--- src/rtl/mul_seq_approx_et.sv ---
// Sequential shift-add multiplier producing exact and column-truncated products in parallel,
// with error magnitude, threshold flag and a saturating counter of flagged approximate results.
module mul_seq_approx_et #(
    parameter int WIDTH     = 4,
    parameter int DROP_COLS = 2,
    parameter int ET        = 8,
    parameter int CNT_WIDTH = 8
) (
    input  logic                   clk,
    input  logic                   rst,
    input  logic                   in_valid,
    output logic                   in_ready,
    input  logic [WIDTH-1:0]       in_a,
    input  logic [WIDTH-1:0]       in_b,
    input  logic                   approx_en,
    output logic                   out_valid,
    input  logic                   out_ready,
    output logic [2*WIDTH-1:0]     out_prod,
    output logic [2*WIDTH-1:0]     err_mag,
    output logic                   err_flag,
    output logic [CNT_WIDTH-1:0]   err_count
);

    localparam int PW = 2 * WIDTH;
    localparam int KW = (WIDTH > 2) ? $clog2(WIDTH) : 1;
    localparam logic [PW-1:0] KEEP_MASK = {{(PW - DROP_COLS){1'b1}}, {DROP_COLS{1'b0}}};
    localparam logic [PW-1:0] ET_V      = PW'(ET);
    localparam logic [KW-1:0] K_LAST    = KW'(WIDTH - 1);

    typedef enum logic [1:0] {
        IDLE,
        RUN,
        DONE
    } state_t;

    state_t               state_q, state_d;
    logic [WIDTH-1:0]     a_q, a_d;
    logic [WIDTH-1:0]     b_q, b_d;
    logic                 apx_q, apx_d;
    logic [PW-1:0]        accExact_q, accExact_d;
    logic [PW-1:0]        accApx_q, accApx_d;
    logic [KW-1:0]        k_q, k_d;
    logic [CNT_WIDTH-1:0] cnt_q, cnt_d;

    logic [PW-1:0] partial;
    logic [PW-1:0] errRaw;
    logic          flagRaw;

    assign partial = PW'(a_q) << k_q;
    assign errRaw  = accExact_q - accApx_q;
    assign flagRaw = errRaw > ET_V;

    always_ff @(posedge clk or posedge rst) begin
        if (rst) begin
            state_q    <= IDLE;
            a_q        <= '0;
            b_q        <= '0;
            apx_q      <= 1'b0;
            accExact_q <= '0;
            accApx_q   <= '0;
            k_q        <= '0;
            cnt_q      <= '0;
        end else begin
            state_q    <= state_d;
            a_q        <= a_d;
            b_q        <= b_d;
            apx_q      <= apx_d;
            accExact_q <= accExact_d;
            accApx_q   <= accApx_d;
            k_q        <= k_d;
            cnt_q      <= cnt_d;
        end
    end

    always_comb begin
        state_d    = state_q;
        a_d        = a_q;
        b_d        = b_q;
        apx_d      = apx_q;
        accExact_d = accExact_q;
        accApx_d   = accApx_q;
        k_d        = k_q;
        cnt_d      = cnt_q;
        unique case (state_q)
            IDLE: begin
                if (in_valid) begin
                    a_d        = in_a;
                    b_d        = in_b;
                    apx_d      = approx_en;
                    accExact_d = '0;
                    accApx_d   = '0;
                    k_d        = '0;
                    state_d    = RUN;
                end
            end
            RUN: begin
                // Truncation is applied per partial product, so the error accumulates column-wise.
                if (b_q[k_q]) begin
                    accExact_d = accExact_q + partial;
                    accApx_d   = accApx_q + (partial & KEEP_MASK);
                end
                k_d = k_q + 1'b1;
                if (k_q == K_LAST) begin
                    state_d = DONE;
                end
            end
            DONE: begin
                if (out_ready) begin
                    state_d = IDLE;
                    if (flagRaw && apx_q && (cnt_q != {CNT_WIDTH{1'b1}})) begin
                        cnt_d = cnt_q + 1'b1;
                    end
                end
            end
            default: state_d = IDLE;
        endcase
    end

    assign in_ready  = (state_q == IDLE);
    assign out_valid = (state_q == DONE);
    assign out_prod  = (state_q == DONE) ? (apx_q ? accApx_q : accExact_q) : '0;
    assign err_mag   = (state_q == DONE) ? errRaw : '0;
    assign err_flag  = (state_q == DONE) && flagRaw;
    assign err_count = cnt_q;

endmodule

--- config.mk ---
export PLATFORM = sky130hd
export DESIGN_NAME = mul_seq_approx_et
export DESIGN_NICKNAME = d
export VERILOG_FILES = /design/src/rtl/mul_seq_approx_et.sv
export SDC_FILE = /design/constraint.sdc
export NUM_CORES = 1
export LEC_CHECK = 0
export CELL_PAD_IN_SITES_DETAIL_PLACEMENT = 0
export CELL_PAD_IN_SITES_GLOBAL_PLACEMENT = 1
export CORE_MARGIN = 2
export CORE_UTILIZATION = 40
export DETAILED_ROUTE_END_ITERATION = 6
export GPL_ROUTABILITY_DRIVEN = 0
export HOLD_SLACK_MARGIN = 0.12
export PLACE_DENSITY = 0.77
export SLEW_MARGIN = 20
export SYNTH_ARGS = -nofsm -noshare
export SYNTH_HDL_FRONTEND = slang
export SYNTH_SLANG_ARGS = --single-unit
--- constraint.sdc ---
create_clock -name clk -period 4.35 [get_ports clk]
set_input_delay 0.6525 -clock clk [delete_from_list [all_inputs] [get_ports clk]]
set_output_delay 0.6525 -clock clk [all_outputs]
set_load 0.005 [all_outputs]
Word level (Yosys, flattened, before mapping)
Cells that the tools add are included.
W data, S select, Z words.

cells by class
  $add $sub $neg = 5
  magnitude comparators = 2
  equality and inequality tests = 8
  shift operators = 1
  multiplexer cells = 16
  reduce and logical (&&, ||, !) cells = 10

operators by type and width
  operator               count
  $mux W8                6
  $pmux W8 S2            2
  $add A8 B8 Y8          2
  $reduce_and A3 Y1      3
  $add A8 B1 Y8 const B  1
  $gt A8 B4 Y1 const B   1
  $mux W2                4
  $ne A8 B8 Y1 const B   1
  $shl A4 B2 Y8          1
  $sub A8 B8 Y8          1
  $ne A2 B2 Y1 const B   3
  $pmux W2 S3            1
  $eq A2 B2 Y1 const B   2
  $pmux W2 S2            1
  $reduce_and A2 Y1      2
  $logic_and A1 B1 Y1    3
  $lt A2 B3 Y1 const B   1
  $add A2 B1 Y2 const B  1
  $bmux W1 S2            1
  $eq A2 B1 Y1 const B   1
  $logic_not A2 Y1       1
  $ne A2 B1 Y1 const B   1
  $reduce_bool A2 Y1     1
  $mux W1                1

word-level totals
  bits in registers = 37
  bits of input ports = 13
  output and inout port bits = 27
  logic and storage cells = 50

Longest topological paths before layout
Gate-level depths: netlist (run 1).

  word-level depth = 5
  depth in mapped cells = 11
  gate-level depth less buffers = 10

Worst setup path before layout (run 1)
Ideal clock, no wire load.

  path kind = register to output
  start point = register accExact_q[2]
  end point = output err_flag
  arrival = 1,869 ps
  data required time = 3,697 ps
  path slack = 1,829 ps
  cell stages (with the launch flop) = 7
  path buffers = 0
  cell sequence = dfrtp_1 ha_1 nor2_1 o21ai_0 a221o_1 nor4_4 a31oi_1

between the ends
  cells in the longest elaborated chain, start to end = 3

ends and longest elaborated chain
  item                    RTL line  source
  from (decl)             40        logic [PW-1:0] accExact_q, accExact_d;
  from (signal assigned)  68        accExact_q <= accExact_d;
  $sub A8 B8 Y8           50        assign errRaw = accExact_q - accApx_q;
  $gt A8 B4 Y1            51        assign flagRaw = errRaw > ET_V;
  $logic_and A1 B1 Y1     123       assign err_flag = (state_q == DONE) && flagRaw;
  to (decl)               20        output logic err_flag,

Every way passes these cells.

Worst setup path in the final report (run 1)
Ends and elaborated chain as after synthesis.

==> results of run 1 <==
==> registers in the layout, summed over array words and instances, names as in the netlist <==
name,cells
state_q,2
apx_q,1
accExact_q,8
accApx_q,6
err_count,8
a_q,4
k_q,2
b_q,4
==> tightest hold or removal path: stages, from the launching register on <==
cell and delay, ns:
dfrtp_1 0.34, nand2_1 0.05, nand2_1 0.05
==> cells in the final DEF (no fill, tap or decap), types with 2 or more instances in the layout <==
| master | count |
|---|---|
| nand2_1 | 40 |
| clkdlybuf4s50_1 | 39 |
| dfrtp_1 | 35 |
| ha_1 | 21 |
| nand3_1 | 17 |
| nor2_1 | 13 |
| xnor2_1 | 13 |
| o21ai_0 | 13 |
| a21oi_1 | 13 |
| inv_1 | 10 |
| mux2i_1 | 10 |
| a21o_1 | 9 |
| and2_1 | 7 |
| xor2_1 | 6 |
| nor3_1 | 5 |
| clkbuf_8 | 5 |
| and3_1 | 4 |
| nand4_1 | 4 |
| nor2b_1 | 3 |
| nor4_1 | 2 |
| nand2b_1 | 2 |
| o21bai_1 | 2 |
| nor3b_1 | 2 |
| fa_1 | 2 |
| conb_1 | 2 |
==> layout make-up <==
| cell class | instances | share of cell area, % |
|---|---|---|
| multi-input combinational | 208 | 48.8 |
| timing repair buffer | 40 | 13.4 |
| sequential | 35 | 29.5 |
| clock buffer | 5 | 2.32 |
| tap | 75 | 3.16 |
| clock inverter | 3 | 1.60 |
| inverter | 10 | 1.26 |
==> cells in the mapped netlist, types with 2 or more instances <==
master / count / area share (%)
dfrtp_1: 35 / 36
o21bai_1: 2 / 0.62
nor2b_1: 3 / 0.78
o21ai_0: 13 / 2.7
nand3_1: 17 / 3.5
a21o_1: 9 / 2.8
mux2i_1: 10 / 4.2
a21oi_1: 13 / 2.7
conb_1: 2 / 0.31
and2_1: 7 / 1.8
inv_1: 10 / 1.6
ha_1: 21 / 11
fa_1: 2 / 1.7
nor3_1: 5 / 1.0
xor2_1: 6 / 2.2
nor3b_1: 2 / 0.62
xnor2_1: 13 / 4.7
clkbuf_1: 9 / 1.4
nand4_1: 4 / 1.0
nand2b_1: 2 / 0.52
nor2_1: 13 / 2.0
and3_1: 4 / 1.0
nor4_1: 2 / 0.52
nand2_1: 40 / 6.2
==> how the worst max path moves through the flow <==
stage	from	end	slack, ns	depth (start not counted)
5_1_grt	accApx_q[3]	err_flag	0.74	8
3_5_place_dp	accExact_q[2]	err_flag	1.25	7
6_report	accExact_q[2]	err_flag	0.92	7
4_1_cts	accExact_q[2]	err_flag	0.91	7
2_1_floorplan	accExact_q[2]	err_flag	1.83	6
3_3_place_gp	accExact_q[2]	err_flag	1.30	7
==> per-layer routing <==
metal / global-route usage, % / share of wire [%] / wire [um]
met3: 3.52 / 3.8 / 196
met4: 6.10 / 1.9 / 99
met2: 28.4 / 47 / 2380
met5: 0 / 0 / 0
met1: 20.6 / 48 / 2430
==> power by group through the flow <==
stage	registers [mW]	clock network, mW	logic, mW
final	0.572	0.308	1.11
after global routing	0.595	0.327	1.26
after CTS	0.576	0.314	1.12
after detailed placement	0.584	0	1.11
after global placement	0.574	0	1.10
after floorplan	0.512	0	0.926
==> cell families (layout without fill, tap and decap cells) <==
family                     Yosys count  after routing  share of synthesized area [%]
AOI/OAI and AO/OA                   47             47                           12.9
and+or+nand+nor                    104            104                           21.4
other                                2              2                          0.313
buffers and inverters               20             58                           3.18
adders and majority gates           23             23                           12.6
muxes                               13             13                           6.20
DFF                                 35             35                           36.5
xor gates and xnor gates            19             19                           6.93
==> stage by stage <==
| step | setup slack (ns) | hold WS, ns | utilization (%) | total power [mW] | cells |
|---|---|---|---|---|---|
| CTS | 0.914 | 0.480 | 50.8 | 2.01 | 376 |
| global placement | 1.30 | 0.455 | 48.8 | 1.67 | 368 |
| floorplan | 1.83 | 0.440 | - | 1.44 | 263 |
| finish | 0.925 | 0.475 | 50.8 | 1.99 | 376 |
| detailed placement | 1.25 | 0.461 | 48.8 | 1.70 | 368 |
| global route | 0.744 | 0.500 | 50.8 | 2.19 | 376 |
==> impl_results.md, run 1 <==
* Routed WL at roughly 5100 um
* Cells on Worst Hold Path at 2
* Synth Area per Inst at 9.13 um^2
* Cell row count at 28
* Number of synthesized flops with an enable pin at 0
* Mapped cell area at around 0.0024 mm^2
* Leak Pwr at between 1 and 1.5 nW
* Synth unique cells at between 40 and 50
* Power Dens Cells at roughly 670 mW/mm^2
* CTS Buffer Depth at 2
* Placed Area at 0.00286 mm^2
* Critical R2R Launch: k_q[0]
* Register-to-Register Path Depth at 9
* Drt pass-1 iters at 4
* CP Capture Type: output pin
* H-tree levels at 2
* Routed Antenna Nets at 0
* GRT overflow at 0
* Comb power frac at 55.7%
* Root buffer cell: clkbuf_8
* Worst Min Path Start: b_q[2]
* Starting density of the core at roughly two fifths
* Hold Crit Class: register to register
* Final instance area at 0.00297 mm^2
* Tot GR Track Use at between 10% and 20%
* Slew Limit Fails at 0
* Fin. Hold Viols at 0
* Global-route wire length before repair at between 8000 and 9000 um
* Worst R2R Setup Slack at around 1.8 ns
* Worst-Margin Slew at 0.806 ns
* CTS Sinks at 35
* Critical path arrival at about 2.8 ns
* CP bufs+invs at 1
* Top_reg_cell synth: dfrtp_1
* Switching share of power at 44.1%
* Sequential share of the synthesized area at a little over a third
* Footprint of the multi-input gates at around 0.0015 mm^2
* Unrepaired setup endpoints after global routing: false
* Synth warn at 0
* CP startpoint kind: register
* Post-layout min period at approximately 3.4 ns
* Largest net degree at the start of global routing at 36
* NetSw at about 0.88 mW
* Cells resized by post-CTS repair at 0
* Relative slew slack at around 46%
* Register area at 876 um^2
* Layout cell share with drive strength beyond 1 at 5.32%
* TNS Setup at 0 ns
* Die area at 0.00664 mm^2
* Clock power share at 15.5%
* Vias/cell at ~5.2
* Final period utilization at between 70% and 80%
* Post-Synthesis Cells at roughly 260
* Filler Cell Count at roughly 570
* CTS tree: built
* Number of global-route vias before repair at between 1.5k and 2k
* Antenna diodes at 0
* Die height at approximately 81 um
* Layout area overhead at 23.7%
* Core ar. at about 0.0059 mm^2
* #FFs+latches synth at 35
* Nets at roughly 340
* Sequential share of power at around 29%
* Worst path required time at about 3.7 ns
* Worst-path cell with the longest stage delay: clkdlybuf4s50_1
* CP delay by family, top: compound AO/OA/AOI/OAI gates
* Crit-path cells: ha_1, nor2_1, o21ai_0, a221o_1, nor4_4, a31oi_1, clkdlybuf4s50_1
* Post-CTS Hold Fix Bufs at 0
* Asr flop ratio synth at 100%
* Setup violators final at 0
* Syn nets at about 300
* Post-CTS setup buffer count at 0
* HPWL Detailed at ~3800 um
* Top-Level Pins at 40
* Status: completed
* Clock Skew at between 0.01 and 0.015 ns
* Peak Freq at 0.292 GHz
* Initial antenna violation count at 0
* Max Cap Violations at 0
* Crit path largest cell delay at around 0.47 ns
* Min-Delay Endpoint: b_q[2]
* DRC Markers at 0
* RR Endpoint: accExact_q[6]
* Clk slew on worst S/H paths at approximately 0.080 ns
* CTS Buf Count at 5
* Worst vdd ir at around 330 uV
* Routed len/inst at between 10 and 15 um
* CP max FO at 4
* Internal power at 1.11 mW
* Vias at 1963
* Worst-Skew Late Latency at ~0.30 ns
* IO buf count at 39
* Die width at between 80 and 90 um
* Crit Path Category: register to output pin
* DR iter-0 viols at 53
Note: power is estimated with default switching activity, not from simulation.
==> inputs of run 2 (changes only) <==
Clock period 4.35 ns to 3.55 ns, I/O delays scaled along.
==> impl_results.md, run 2 (synthesized netlist as in run 1, its figures left out) <==
* Starting density of the core at 41.1%
* Leak Pwr at 1.42 nW
* CP max FO at 4
* Layout area overhead at 23.7%
* Critical R2R Launch: accExact_q[2]
* Register-to-Register Path Depth at 7
* Post-layout min period at about 3.3 ns
* Initial antenna violation count at 0
* Die area at around 0.0066 mm^2
* Worst path required time at between 3 and 4 ns
* Die height at between 80 and 90 um
* CTS Buf Count at 5
* Final period utilization at between 90% and 100%
* Fin. Hold Viols at 0
* Worst Min Path Start: b_q[2]
* CP bufs+invs at 1
* Unrepaired setup endpoints after global routing: false
* Routed len/inst at 13.6 um
* Worst-Skew Late Latency at 0.29 ns
* Clk slew on worst S/H paths at roughly 0.080 ns
* Placed Area at 0.00286 mm^2
* Final instance area at between 0.002 and 0.003 mm^2
* Worst-path cell with the longest stage delay: clkdlybuf4s50_1
* Clock Skew at roughly 0.0095 ns
* Status: completed
* Cell row count at 28
* Layout cell share with drive strength beyond 1 at 5.32%
* Nets at ~340
* DR iter-0 viols at 48
* TNS Setup at 0 ns
* Post-CTS setup buffer count at 0
* WHS at around 0.47 ns
* RR Endpoint: err_count[1]
* Dpl cells at between 300 and 400
* Commonest non-fill, non-tap cell in the layout: nand2_1
* Post-route core utilization at approximately 51%
* Global-route wire length before repair at ~8500 um
* Tot GR Track Use at between 15 and 20%
* Vias/cell at between 5 and 6
* Min-Delay Endpoint: b_q[2]
* Critical path arrival at about 2.8 ns
* CP Capture Type: output pin
* Die width at 81.5 um
* Core ar. at ~0.0059 mm^2
* Crit Path Category: register to output pin
* H-tree levels at 2
* CTS Buffer Depth at 2
* Routed Antenna Nets at 0
* Worst-Margin Slew at 0.775 ns
* Relative slew slack at slightly below 50%
* Setup violators final at 0
* Cells resized by post-CTS repair at 0
* Power Dens Cells at just over 800 mW/mm^2
* Vias at 1946
* CP startpoint kind: register
* Drt pass-1 iters at 4
* Commonest cells after routing, fill and taps aside: nand2_1 (40), clkdlybuf4s50_1 (39), dfrtp_1 (35)
* GR Util met1 at 20.7%
* Filler Cell Count at 563
* Root buffer cell: clkbuf_8
* Cells on Worst Hold Path at 2
* Post-CTS Hold Fix Bufs at 0
* IO buf count at 39
* Routed WL at around 5100 um
* Slew Limit Fails at 0
* CP delay by family, top: compound AO/OA/AOI/OAI gates
* Largest net degree at the start of global routing at 36
* Number of global-route vias before repair at 1825
* Crit-path cells: ha_1, nor2_1, o21ai_0, a221o_1, nor4_4, a31oi_1, clkdlybuf4s50_1
* CTS Sinks at 35
* Top-Level Pins at 40
* DRC Markers at 0
* Worst R2R Setup Slack at 0.99 ns
* Worst vdd ir at 381 uV
* Peak Freq at between 0.3 and 0.4 GHz
* Crit path largest cell delay at roughly 0.47 ns
* Top Usage Layer GRT: met2
* CTS tree: built
* Met2 usage at between 20% and 30%
* Antenna diodes at 0
* HPWL Detailed at 3830 um
* Hold Crit Class: register to register
* GRT overflow at 0
* Fin cells at about 380
* Met3 Use GR at between 3 and 4%
* Max Cap Violations at 0
## run 2: how the worst max path moves through the flow
stage | from | end | cells after the start
global placement | accExact_q[2] | err_flag | 7
detailed placement | accExact_q[2] | err_flag | 7
CTS | accExact_q[2] | err_flag | 7
global route | accApx_q[2] | err_flag | 8
finish | accExact_q[2] | err_flag | 7
floorplan | accExact_q[2] | err_flag | 6
## run 2: worst reg2reg max path, cell delays in order (launching register included)
cell	delay [ns]
dfrtp_1	0.42
ha_1	0.36
nor2_1	0.17
o21ai_0	0.19
a221o_1	0.36
nor4_4	0.39
a31oi_4	0.22
mux2_4	0.34
## run 2: final cells by class
type	instances	area [um^2]	area share (%)
multi-input cells	208	1450	48.8
flip-flops and latches	35	876	29.5
repair buffers	40	398	13.4
well taps	75	93.8	3.16
clock buffers	5	68.8	2.32
clock inverters	3	47.5	1.60
inverters	10	37.5	1.26
## run 2: routing by layer
| metal | share of wire (%) | wire length (um) |
|---|---|---|
| met2 | 47 | 2420 |
| met5 | 0 | 0 |
| met1 | 48 | 2440 |
| met3 | 3.3 | 170 |
| met4 | 1.4 | 70 |
## run 2: stage by stage
stage	worst slack (ns)	power (mW)
2_1_floorplan	1.15	1.76
3_3_place_gp	0.616	2.05
3_5_place_dp	0.567	2.08
4_1_cts	0.231	2.46
5_1_grt	0.0580	2.68
6_report	0.237	2.43
## run 2: report_power, final
part,leakage [nW],total [mW],switching (mW),internal (mW)
Sequential,0.458,0.702,0.170,0.532
Combinational,0.903,1.36,0.747,0.615
Clock,0.0587,0.369,0.156,0.213
